### src/rtl/fir_sample_packer.sv
// fir_sample_packer: FIFO-buffers 16-bit filtered samples and streams them MSB-first as bytes over valid/ready.
// Optional macro SYNC_HEADER_EN inserts an A5 5A header before the first sample and every FRAME_LEN-th sample.
module fir_sample_packer #(
  parameter int DATA_W = 16,
  parameter int DEPTH = 16,
  parameter int ADDR_W = 4
`ifdef SYNC_HEADER_EN
  , parameter int FRAME_LEN = 64
`endif
) (
  input  logic              Clk,
  input  logic              Rst_n,
  input  logic              In_valid,
  input  logic [DATA_W-1:0] In_data,
  output logic              Out_valid,
  output logic [7:0]        Out_data,
  input  logic              Out_ready,
  output logic [ADDR_W:0]   Level,
  output logic              Overflow
);
  typedef enum logic [2:0] {IDLE, HI, LO
`ifdef SYNC_HEADER_EN
    , HDR1, HDR2
`endif
  } state_t;
  state_t state, state_n;
  logic [DATA_W-1:0] mem [DEPTH];
  logic [DATA_W-1:0] sample;
  logic [ADDR_W-1:0] wr_ptr, rd_ptr;
  logic empty, full, pop, wr, valid_n;
  logic [7:0] data_n;
  assign empty = Level == '0;
  assign full = Level == (ADDR_W+1)'(DEPTH);
  // a pop frees a slot in the same cycle, so a write into a full FIFO still lands
  assign wr = In_valid && (!full || pop);
`ifdef SYNC_HEADER_EN
  localparam int FW = $clog2(FRAME_LEN);
  logic [FW-1:0] frame_cnt;
  always_ff @(posedge Clk or negedge Rst_n)
    if (!Rst_n) frame_cnt <= '0;
    else if (pop) frame_cnt <= (frame_cnt == FW'(FRAME_LEN-1)) ? '0 : frame_cnt + 1'b1;
`endif
  always_comb begin
    state_n = state;
    valid_n = Out_valid;
    data_n = Out_data;
    pop = 1'b0;
    case (state)
      IDLE: pop = !empty;
      HI: if (Out_ready) begin
        state_n = LO;
        data_n = sample[7:0];
      end
      LO: if (Out_ready) begin
        pop = !empty;
        state_n = IDLE;
        valid_n = 1'b0;
      end
`ifdef SYNC_HEADER_EN
      HDR1: if (Out_ready) begin
        state_n = HDR2;
        data_n = 8'h5A;
      end
      HDR2: if (Out_ready) begin
        state_n = HI;
        data_n = sample[DATA_W-1 -: 8];
      end
`endif
      default: ;
    endcase
    if (pop) begin
      valid_n = 1'b1;
`ifdef SYNC_HEADER_EN
      state_n = (frame_cnt == '0) ? HDR1 : HI;
      data_n = (frame_cnt == '0) ? 8'hA5 : mem[rd_ptr][DATA_W-1 -: 8];
`else
      state_n = HI;
      data_n = mem[rd_ptr][DATA_W-1 -: 8];
`endif
    end
  end
  always_ff @(posedge Clk)
    if (wr) mem[wr_ptr] <= In_data;
  always_ff @(posedge Clk or negedge Rst_n)
    if (!Rst_n) begin
      state <= IDLE;
      Out_valid <= 1'b0;
      Out_data <= 8'h00;
      sample <= '0;
      wr_ptr <= '0;
      rd_ptr <= '0;
      Level <= '0;
      Overflow <= 1'b0;
    end else begin
      state <= state_n;
      Out_valid <= valid_n;
      Out_data <= data_n;
      if (pop) sample <= mem[rd_ptr];
      if (pop) rd_ptr <= rd_ptr + 1'b1;
      if (wr) wr_ptr <= wr_ptr + 1'b1;
      Level <= Level + (ADDR_W+1)'(wr) - (ADDR_W+1)'(pop);
      if (In_valid && !wr) Overflow <= 1'b1;
    end
endmodule
### config.mk
export PLATFORM = sky130hd
export DESIGN_NAME = fir_sample_packer
export DESIGN_NICKNAME = d
export VERILOG_FILES = /design/src/rtl/fir_sample_packer.sv
export SDC_FILE = /design/constraint.sdc
export NUM_CORES = 1
export LEC_CHECK = 0
export CAP_MARGIN = 0
export CORE_MARGIN = 3
export CORE_UTILIZATION = 52
export CTS_BUF_LIST = sky130_fd_sc_hd__clkbuf_8
export DETAILED_ROUTE_END_ITERATION = 12
export PLACE_DENSITY = 0.7
export REMOVE_ABC_BUFFERS = 1
export SLEW_MARGIN = 0
export SYNTH_ARGS = -nofsm -noshare
export SYNTH_HDL_FRONTEND = slang
export SYNTH_SLANG_ARGS = --single-unit
### constraint.sdc
create_clock -name Clk -period 7.61 [get_ports Clk]
set_clock_uncertainty 0.1 [all_clocks]
set_input_delay 1.522 -clock Clk [delete_from_list [all_inputs] [get_ports Clk]]
set_output_delay 1.522 -clock Clk [all_outputs]
set_load 0.02 [all_outputs]
==> metrics.sh <==
DIE_Y_UM=154
GPL.FINAL_WEIGHTED_CONGESTION=0.807
GRT_SETUP_UNREPAIRED='false'
MAXCAPVIOLATIONS=0
SYN_INST=532
FRACTION_OF_THE_YOSYS_AREA_TAKEN_BY_SEQUENTIAL_CELLS=0.752
SETUP_VIOLATIONS=0
INITIAL_CORE_UTIL=0.534
FMAX_MHz=239
INSERTION_DELAY_PS=540
POST-CTS-SETUP-BUFFER-COUNT=0
SYNTH-ADDER-AREA-SHARE=0.0139
DIEWIDTH_UM=154
TIMING.FINAL.CRIT_SHARE=0.550
CRITICAL_PATH.MOST_COMMON_CELL='sky130_fd_sc_hd__inv_1'
SEQCELLAREA_MM2=0.00852
CELL_TAKING_THE_MOST_AREA_AFTER_SYNTHESIS='sky130_fd_sc_hd__edfxtp_1'
CTS_ROOT_BUF='sky130_fd_sc_hd__clkbuf_8'
CTS_REPAIR_RESIZE_COUNT=0
FLOORPLAN.DIE_AREA_MM2=0.0236
NUMBER_OF_ENABLE_FLIP_FLOP_CELLS_AFTER_SYNTHESIS=256
YS_DOMINANT_REG_CELL='sky130_fd_sc_hd__edfxtp_1'
GRT.TOTAL_USAGE=0.193
ROUTER_ITERATIONS_BEFORE_ANTENNA_REPAIR=4
SYNTHESIZED_AREA_PER_CELL_UM2=21.3
SYNTH_COMPOUND_GATE_AREA_SHARE=0.0292
GRT_PASS1_VIAS=5769
NUMBER_OF_ANTENNA_VIOLATIONS_AT_THE_FIRST_CHECK_IN_GLOBAL_ROUTING=0
R2R.WORST_PATH.CELLS=13
CTS_TREE='yes'
POWER.SHARE.SEQUENTIAL=0.456
POWER_SWITCHING_W=0.00141
FINAL-HOLD-VIOLATION-COUNT=0
REMAINING_DRC_ERRORS=0
FLOORPLAN.CORE_AREA_MM2=0.0212
PLACE.DETAILED.HPWL_UM=12400
DRT_WL_TOTAL_UM=22000
ANTENNA-DIODE-COUNT=0
VIA_COUNT=5283
IO-PIN-COUNT=35
DESIGN_POWER_TOTAL_W=0.00467
GRT_START_MAX_NET_PINS=51
SYNTH-SEQ-CELLS=289
SYNTH_TOP_FAMILY_BY_AREA='multiplexers'
PORT_BUFFERS=34
SW_SHARE=0.302
WORST_EP_REQUIRED_TIME_PS=7970
YOSYS_WARNINGS=0
SLEW_VIOLATIONS=0
SHARE_OF_POST_ROUTE_CELLS_WITH_DRIVE_STRENGTH_ABOVE_1=0.237
GR-TOTAL-OVERFLOW=0
SYNTH_TOP_AREA_SHARE=0.679
GRT_FIRST_PASS_WIRELENGTH_UM=34400
WORSTSETUPPATHTYPE='in -> reg'
POWER.SHARE.COMBINATIONAL=0.284
ROUTED_VIA_DENSITY=5.84
SYNTH.DISTINCT_CELLS=38
CLOCK_POWER_SHARE=0.260
DRT-WIRELENGTH-PER-CELL_UM=24.3
CP.ARRIVAL_PS=4550
TIMING.CRITICAL_PATH.FROM_TYPE='input pin'
CRITPATHSLOWESTCELL='sky130_fd_sc_hd__clkdlybuf4s50_1'
CLOCK_TREE.BUFFER_DEPTH=3
HOLDPATHSTAGES=1
FINAL_PERIOD_MINUS_WORST_SETUP_SLACK_PS=4190
MULTI_INPUT_AREA_MM2=0.00261
POST_SYNTH_MAIN_AREA_CONTRIBUTORS='sky130_fd_sc_hd__edfxtp_1 (68%), sky130_fd_sc_hd__mux4_2 (13%), sky130_fd_sc_hd__dfrtp_1 (7.3%), sky130_fd_sc_hd__mux2i_1 (1.4%), sky130_fd_sc_hd__a221oi_1 (1.2%)'
POSTPLACECELLAREA_MM2=0.0119
CLKTRANSATPATHREGS_PS=60
HOLD_PATH_CLASS='reg -> reg'
CPPEAKSTAGEDELAY_PS=530
SYN2LAYOUT_AREA_GROWTH_PCT=12.9
DR.FIRST_ITER.DRC_COUNT=479
CTS-BUFFERS-INSERTED=45
RELSLEWSLACK=0.268
CLOCK_SINKS=289
CTSHTREEMAXLEVEL=2
SYNTH_SIMPLE_GATE_AREA_SHARE=0.0260
ANTENNA_LEFT=0
CORE.ROWCOUNT=53
WORST-SLEW-PIN-TRANSITION_PS=1100
STDCELL_AREA_MM2=0.0128
MULTIPLEXER_FRACTION_OF_THE_SYNTHESIZED_CELL_AREA=0.150
NETLIST_AREA_MM2=0.0113
SYNTHARSTFLOPSHARE=0.114
POWER.IR.VDD_WORST_uV=143
PATH_CELLS='clkdlybuf4s50_1, nor2b_2, o2111ai_2, and2_1, inv_1, ha_1, inv_1, ha_1, inv_1, fa_1, inv_1, a21oi_1, o21bai_1, xnor2_1'
POST_SYNTH_XOR_AREA_FRACTION=0.00774
FILL_CELLS=1494
CELLLEAKAGEPOWER_nW=4.31
CRIT_PATH_MAX_FO=15
FINALSETUPTNS_PS=0
CP-END-KIND='flop'
CELL_INTERNAL_PWR_W=0.00326
POST_CTS_HOLD_BUFFER_COUNT=0
NNETSFINAL=625
POWER.DENSITY_mW_PER_MM2=366
RUN_STATUS='complete, no violations'
[power by group through the flow]
stage / Clock, W / Sequential (W) / Combinational (W)
global route: 0.00132 / 0.00216 / 0.00145
finish: 0.00121 / 0.00213 / 0.00133
detailed placement: 0 / 0.00217 / 0.00135
global placement: 0 / 0.00215 / 0.00132
floorplan: 0 / 0.00225 / 0.000838
CTS: 0.00124 / 0.00214 / 0.00136
[placed cells by master, fill, tap and decap left out, drive strengths merged, types with 3 or more instances in the layout]
master / netlist / routed
xor2: 3 / 3
a221oi: 16 / 16
a21o: 4 / 4
nor4b: 4 / 4
mux4: 64 / 64
ha: 11 / 11
clkdlybuf4s50: 0 / 33
and4b: 8 / 8
nand3: 3 / 3
nor2: 18 / 18
clkbuf: 5 / 48
clkinv: 0 / 9
xnor2: 7 / 7
edfxtp: 256 / 256
buf: 24 / 10
and4: 4 / 4
o22ai: 16 / 16
dfrtp: 33 / 33
mux2i: 16 / 16
inv: 13 / 37
mux2: 9 / 9
[synthesized netlist by cell type, drive strengths merged, types with 3 or more instances]
cell    count
o22ai      16
clkbuf      5
and4        4
and4b       8
ha         11
mux4       64
a21o        4
inv        13
xor2        3
nor2       18
edfxtp    256
mux2i      16
a221oi     16
dfrtp      33
nand3       3
xnor2       7
buf        24
mux2        9
nor4b       4
[sequential cells by signal, summed over array words and instances, names as in the netlist]
signal     cells
Level          5
Out_data       8
Out_valid      1
Overflow       1
mem          256
rd_ptr         4
sample         8
state          2
wr_ptr         4
[critical path, delay by kind of cell]
| kind | cells | cell delay [ps] |
|---|---|---|
| compound gates | 3 | 500 |
| xor+xnor | 1 | 130 |
| fa+ha+maj | 3 | 920 |
| buf+inv | 5 | 950 |
| simple gates | 2 | 520 |
[per-layer routing]
metal / GRT usage / wire length (µm) / up-vias
met2: 0.326 / 11500 / 158
met5: 0 / 0 / -
li1: - / - / 2345
met1: 0.262 / 8540 / 2753
met4: 0.0547 / 316 / 0
met3: 0.0372 / 1650 / 27
[worst paths after layout]
check | start | endpoint | slack, ps
setup / recovery | Out_ready | Level[4] | 3420
hold / removal | Overflow | Overflow | 380
setup reg to reg | Level[1] | Level[4] | 4420
hold reg to reg | Overflow | Overflow | 380
max in group asynchronous | Rst_n | rd_ptr[2] | 5760
min in group asynchronous | Rst_n | wr_ptr[3] | 990
[through the flow]
step / cells / utilization / hold WS (ps) / worst slack (ps)
after CTS: 905 / 0.602 / 381 / 3450
after global placement: 821 / 0.562 / 372 / 3040
after detailed placement: 821 / 0.562 / 363 / 2900
final: 905 / 0.602 / 379 / 3420
after floorplan: 503 / - / 404 / 3010
after global routing: 905 / 0.602 / 408 / 3230
[final cells by class]
cell class                      instances  share of cell area
Clock inverter                         36              0.0155
Multi-Input combinational cell        201               0.204
Sequential cell                       289               0.666
Inverter                               13             0.00382
Tap cell                              275              0.0269
Clock buffer                           48              0.0517
Timing Repair Buffer                   43              0.0315
[cells by family (layout without fill, tap and decap cells)]
group,Yosys count,count (layout)
flip-flops,289,289
multiplexers,89,89
AND/OR/NAND/NOR,47,47
AO/OA/AOI/OAI,43,43
buffers and inverters,42,140
adder cells (fa/ha/maj),12,12
XOR/XNOR,10,10
Note: power is estimated with default switching activity, not from simulation.
